<file path="src/rtl/nmi_bus_arbiter.sv">
// nmi_bus_arbiter
// Round-robin arbiter that shares one native-memory-interface slave port
// between NUM_MST masters. The grant is held for a whole transaction, until the
// slave answers with ready or the granted master withdraws its request.
// Optional feature: define NMI_ARB_TIMEOUT_EN to force an error completion
// (rdata 32'hDEAD_BEEF, sticky to_err_o) after TIMEOUT_CYC stalled BUSY cycles.
module nmi_bus_arbiter #(
  parameter int NUM_MST     = 2,
  parameter int ADDR_W      = 32,
  parameter int DATA_W      = 32,
  parameter int TIMEOUT_CYC = 1024
) (
  input  logic                            clk_i,
  input  logic                            rst_i,
  input  logic [NUM_MST-1:0]              m_valid_i,
  input  logic [NUM_MST*ADDR_W-1:0]       m_addr_i,
  input  logic [NUM_MST*DATA_W-1:0]       m_wdata_i,
  input  logic [NUM_MST*(DATA_W/8)-1:0]   m_wstrb_i,
  output logic [NUM_MST-1:0]              m_ready_o,
  output logic [DATA_W-1:0]               m_rdata_o,
  output logic                            s_valid_o,
  output logic [ADDR_W-1:0]               s_addr_o,
  output logic [DATA_W-1:0]               s_wdata_o,
  output logic [DATA_W/8-1:0]             s_wstrb_o,
  input  logic                            s_ready_i,
  input  logic [DATA_W-1:0]               s_rdata_i,
  output logic [$clog2(NUM_MST)-1:0]      gnt_idx_o,
  output logic                            busy_o,
  output logic                            to_err_o,
  input  logic                            err_clr_i
);

  localparam int IDX_W  = $clog2(NUM_MST);
  localparam int STRB_W = DATA_W / 8;

  typedef enum logic {
    ST_IDLE = 1'b0,
    ST_BUSY = 1'b1
  } state_t;

  state_t            state_q, state_d;
  logic [IDX_W-1:0]  rr_ptr_q, rr_ptr_d;
  logic [IDX_W-1:0]  gnt_q, gnt_d;

  logic              sel_valid;
  logic [ADDR_W-1:0] sel_addr;
  logic [DATA_W-1:0] sel_wdata;
  logic [STRB_W-1:0] sel_wstrb;

  // First requester found when scanning ptr, ptr+1, ... modulo NUM_MST.
  function automatic logic [IDX_W-1:0] rr_pick(input logic [NUM_MST-1:0] req,
                                               input logic [IDX_W-1:0]   ptr);
    logic [IDX_W-1:0] pick;
    logic             found;
    int               idx;
    pick  = ptr;
    found = 1'b0;
    for (int i = 0; i < NUM_MST; i++) begin
      idx = (int'(ptr) + i) % NUM_MST;
      if (!found && req[idx]) begin
        pick  = IDX_W'(idx);
        found = 1'b1;
      end
    end
    return pick;
  endfunction

  // Round-robin successor of the master just served.
  function automatic logic [IDX_W-1:0] next_ptr(input logic [IDX_W-1:0] g);
    return (g == IDX_W'(NUM_MST - 1)) ? '0 : g + 1'b1;
  endfunction

`ifdef NMI_ARB_TIMEOUT_EN
  logic [15:0] tmo_cnt_q;
  logic        tmo_reached;
  logic        timeout_hit;
  logic        to_err_q;

  assign tmo_reached = (tmo_cnt_q == 16'(TIMEOUT_CYC - 1));
  assign to_err_o    = to_err_q;
`else
  // The timeout feature is compiled out: the clear input and the limit have no effect.
  localparam int unused_timeout_cyc = TIMEOUT_CYC;
  logic          unused_err_clr;
  assign unused_err_clr = err_clr_i;
  assign to_err_o       = 1'b0;
`endif

  assign gnt_idx_o = gnt_q;
  assign busy_o    = (state_q == ST_BUSY);

  // Mux the granted master's request fields toward the slave.
  always_comb begin
    sel_valid = 1'b0;
    sel_addr  = '0;
    sel_wdata = '0;
    sel_wstrb = '0;
    for (int k = 0; k < NUM_MST; k++) begin
      if (gnt_q == IDX_W'(k)) begin
        sel_valid = m_valid_i[k];
        sel_addr  = m_addr_i[k*ADDR_W +: ADDR_W];
        sel_wdata = m_wdata_i[k*DATA_W +: DATA_W];
        sel_wstrb = m_wstrb_i[k*STRB_W +: STRB_W];
      end
    end
  end

  // Next-state, grant and handshake outputs.
  always_comb begin
    state_d   = state_q;
    rr_ptr_d  = rr_ptr_q;
    gnt_d     = gnt_q;
    s_valid_o = 1'b0;
    s_addr_o  = sel_addr;
    s_wdata_o = sel_wdata;
    s_wstrb_o = sel_wstrb;
    m_ready_o = '0;
    m_rdata_o = '0;
`ifdef NMI_ARB_TIMEOUT_EN
    timeout_hit = 1'b0;
`endif
    case (state_q)
      ST_IDLE: begin
        if (|m_valid_i) begin
          gnt_d   = rr_pick(m_valid_i, rr_ptr_q);
          state_d = ST_BUSY;
        end
      end
      ST_BUSY: begin
        s_valid_o = sel_valid;
        m_rdata_o = s_rdata_i;
        if (!sel_valid) begin
          // Granted master withdrew: abandon without ready, keep the pointer.
          state_d = ST_IDLE;
        end else if (s_ready_i) begin
          m_ready_o = NUM_MST'(1) << gnt_q;
          rr_ptr_d  = next_ptr(gnt_q);
          state_d   = ST_IDLE;
        end
`ifdef NMI_ARB_TIMEOUT_EN
        else if (tmo_reached) begin
          // Forced error completion; the slave request is withdrawn this cycle.
          s_valid_o   = 1'b0;
          m_ready_o   = NUM_MST'(1) << gnt_q;
          m_rdata_o   = DATA_W'(32'hDEAD_BEEF);
          rr_ptr_d    = next_ptr(gnt_q);
          state_d     = ST_IDLE;
          timeout_hit = 1'b1;
        end
`endif
      end
      default: state_d = ST_IDLE;
    endcase
  end

  // FSM state, round-robin pointer and grant registers.
  always_ff @(posedge clk_i) begin
    if (rst_i) begin
      state_q  <= ST_IDLE;
      rr_ptr_q <= '0;
      gnt_q    <= '0;
    end else begin
      state_q  <= state_d;
      rr_ptr_q <= rr_ptr_d;
      gnt_q    <= gnt_d;
    end
  end

`ifdef NMI_ARB_TIMEOUT_EN
  // Stall counter (zero on BUSY entry) and sticky timeout flag; set beats clear.
  always_ff @(posedge clk_i) begin
    if (rst_i) begin
      tmo_cnt_q <= '0;
      to_err_q  <= 1'b0;
    end else begin
      if (state_q == ST_IDLE) begin
        tmo_cnt_q <= '0;
      end else if (!s_ready_i) begin
        tmo_cnt_q <= tmo_cnt_q + 16'd1;
      end
      if (timeout_hit) begin
        to_err_q <= 1'b1;
      end else if (err_clr_i) begin
        to_err_q <= 1'b0;
      end
    end
  end
`endif

endmodule
</file>
<file path="config.mk">
export PLATFORM = sky130hd
export DESIGN_NAME = nmi_bus_arbiter
export DESIGN_NICKNAME = d
export VERILOG_FILES = /design/src/rtl/nmi_bus_arbiter.sv
export SDC_FILE = /design/constraint.sdc
export NUM_CORES = 1
export LEC_CHECK = 0
export ABC_AREA = 1
export CAP_MARGIN = 5
export CORE_AREA = 2 2 108 110
export CTS_CLUSTER_SIZE = 24
export DETAILED_ROUTE_END_ITERATION = 10
export DIE_AREA = 0 0 110 112
export PLACE_DENSITY_LB_ADDON = 0.15
export SYNTH_ARGS = -nofsm -noshare
export SYNTH_HDL_FRONTEND = slang
export SYNTH_SLANG_ARGS = --single-unit
export TNS_END_PERCENT = 10
</file>
<file path="constraint.sdc">
create_clock -name clk_i -period 1.1 [get_ports clk_i]
set_input_delay 0.165 -clock clk_i [delete_from_list [all_inputs] [get_ports clk_i]]
set_output_delay 0.165 -clock clk_i [all_outputs]
set_load 0.02 [all_outputs]
</file>
==> impl_metrics.env <==
export IMPL_final_cells=743
export IMPL_routed_via_density=3.86
export IMPL_rows=39
export IMPL_cts_sinks=3
export IMPL_num_io_pins=280
export IMPL_synth_warnings=0
export IMPL_clock_skew_ps=1.61
export IMPL_synth_seq_area_share_pct=4.64
export IMPL_drc=0
export IMPL_core_um2=11200
export IMPL_setup_viol=104
export IMPL_cp_start_kind="flip-flop"
export IMPL_synth_top_area_share_pct=70.8
export IMPL_leakage_nw=2.57
export IMPL_die_width_um=110
export IMPL_synthCells=314
export IMPL_io_buffers=277
export IMPL_wl_um=9210
export IMPL_synthFlopType="dfxtp_1"
export IMPL_finalCritPeriodShare_pct=124
export IMPL_diodes=0
export IMPL_multi_input_area_um2=1170
export IMPL_endpoint_kind="primary output"
export IMPL_start_util_pct=11.6
export IMPL_fp_dieH_um=112
export IMPL_drt_iter0_drc=102
export IMPL_fin_ws_ps=-266
export IMPL_nNetsFinal=775
export IMPL_ir_drop_mv=0.874
export IMPL_cts_hold_buf=0
export IMPL_grt_max_degree=20
export IMPL_place_hpwl_um=6970
export IMPL_syn_nets=488
export IMPL_yosys_area_top_type="nand2_1"
export IMPL_synth_area_per_cell_um2=4.12
export IMPL_place_congestion=0.782
export IMPL_dr_pass1_iters=5
export IMPL_crit_type="reg2out"
export IMPL_drtAntennaViolNets=0
export IMPL_final_layout_size_suffix_gt1_share_pct=33.8
export IMPL_rsz0062_at_grt="yes"
export IMPL_grt_antenna_before_repair=0
export IMPL_grt_overflow=0
export IMPL_finalHoldViolCount=0
export IMPL_synthesis_area_um2=1290
export IMPL_power_mw=3.29
export IMPL_grt_usage_pct=13.3
export IMPL_die_area_um2=12300
export IMPL_synth_area_leaders="nand2_1 (71%), inv_1 (11%), buf_2 (5.4%)"
export IMPL_fmax_ghz=0.732
export IMPL_vias=2869
export IMPL_synth_edf_count=0
export IMPL_netlist_top_cells_count="nand2_1 (244), inv_1 (37), buf_2 (14), buf_4 (4)"
export IMPL_n_fill_cell=1157
export IMPL_synth_most_common_cell="nand2_1"
export IMPL_cts_buffer_depth=2
export IMPL_slew_violations=0
export IMPL_synth_seq_cells=3
export IMPL_hold_path_class="reg2reg"
export IMPL_area_growth_pct=280
export IMPL_status="finished, violations left"
export IMPL_critPathRequiredTime_ps=940
export IMPL_period_minus_slack_ps=1370
export IMPL_clk_pin_slew_worst_paths_ps=30
export IMPL_regArea_um2=67.6
export IMPL_root_buffer="clkbuf_16"
export IMPL_dpl_cell_count=729
export IMPL_clock_latency_ps=220
export IMPL_avgRoutedWirePerCell_um=12.4
export IMPL_cp_max_fo=8
export IMPL_rrSetupSlack_ps=30
export IMPL_max_cap_violations=0
export IMPL_grt_pass1_vias=2862
export IMPL_htreeDepth=1
export IMPL_cellPowerDensity_nw_per_um2=668
export IMPL_numCtsBuffers=3
export IMPL_async_reset_ff_share_pct=0
export IMPL_grt_pass1_wl_um=13400
export IMPL_synth_cell_type_count=13
export IMPL_cts_tree="built"
export IMPL_violations="negative setup slack"
export IMPL_cp_arrival_ps=1200
-- cells by family (layout without fill, tap and decap cells) --
| group | count (synthesis) | count (layout) | share of synthesized area [%] |
|---|---|---|---|
| buffers and inverters | 58 | 344 | 20.7 |
| other | 1 | 1 | 0.290 |
| AO/OA/AOI/OAI | 5 | 5 | 1.93 |
| flip-flops | 3 | 3 | 4.64 |
| AND/OR/NAND/NOR | 247 | 247 | 72.4 |
-- through the flow --
stage	area [µm²]	TNS, ps	hold slack, ps	worst slack, ps	utilization, %
floorplan	1340	-85.6	224	-9.51	-
global placement	4350	-45550	488	-601	38.9
detailed placement	4350	-45950	475	-611	38.9
CTS	4680	-22820	479	-322	41.9
global route	4920	-24260	511	-307	44.0
finish	4920	-18770	492	-266	44.0
-- layout by cell type, fill, tap and decap left out --
cell type | synthesis | layout
a21oi_1 | 3 | 2
a21oi_2 | 0 | 1
buf_12 | 0 | 7
buf_16 | 0 | 3
buf_2 | 14 | 3
buf_4 | 4 | 10
buf_6 | 2 | 97
buf_8 | 0 | 3
clkbuf_1 | 0 | 1
clkbuf_16 | 0 | 5
clkdlybuf4s15_2 | 0 | 5
clkdlybuf4s50_1 | 0 | 172
conb_1 | 1 | 1
dfxtp_1 | 3 | 1
dfxtp_4 | 0 | 2
inv_1 | 37 | 29
inv_2 | 0 | 8
inv_8 | 0 | 1
nand2_1 | 244 | 188
nand2_2 | 0 | 46
nand2_4 | 0 | 10
nand3_1 | 1 | 1
nand4_2 | 1 | 1
nor2_4 | 0 | 1
o21ai_0 | 2 | 1
o21ai_1 | 0 | 1
-- final cells by class --
type,instances,area share [%]
clock buffers,4,1.60
multi-input cells,253,23.7
flip-flops and latches,3,1.37
repair buffers,302,66.6
well taps,143,3.64
inverters,38,3.05
-- final timing paths --
check / depth (start not counted) / end / from
worst max register to register: 6 / rr_ptr_q / gnt_idx_o
worst min-delay path: 2 / rr_ptr_q / rr_ptr_q
worst max-delay path: 6 / s_addr_o[4] / gnt_idx_o
worst min register to register: 2 / rr_ptr_q / rr_ptr_q
-- sequential cells by signal (all words and copies together), names as in the netlist --
register / flops
rr_ptr_q: 1
busy_o: 1
gnt_idx_o: 1
-- routing by layer --
layer  vias to the layer above  track usage, %  part of all wire, %
met5                         -               0                    0
met4                         0            1.69                 0.79
met3                         6            4.10                   11
met2                       142            26.8                   53
met1                      1256            13.3                   35
li1                       1465               -                    -
-- worst max-delay path, cell delays in order, from the launching register on --
cell and delay [ps]:
dfxtp_4 400, inv_8 60, buf_12 130, buf_16 140, nand2_1 60, nand2_1 50, buf_6 130
-- what timing repair did --
action | CTS | global route
gates resized for setup | 567 | 123
endpoints found under the hold margin | 0 | 0
cloned | 4 | 2
pin swaps | 28 | 25
setup endpoints to repair | 105 | 107
setup buffers | 6 | 0
-- power breakdown --
part | internal [mW] | switching [mW] | total [mW]
registers | 0.118 | 0.0204 | 0.139
clock network | 0.479 | 0.103 | 0.581
logic | 1.45 | 1.11 | 2.57
total | 2.05 | 1.24 | 3.29
Note: power is estimated with default switching activity, not from simulation.
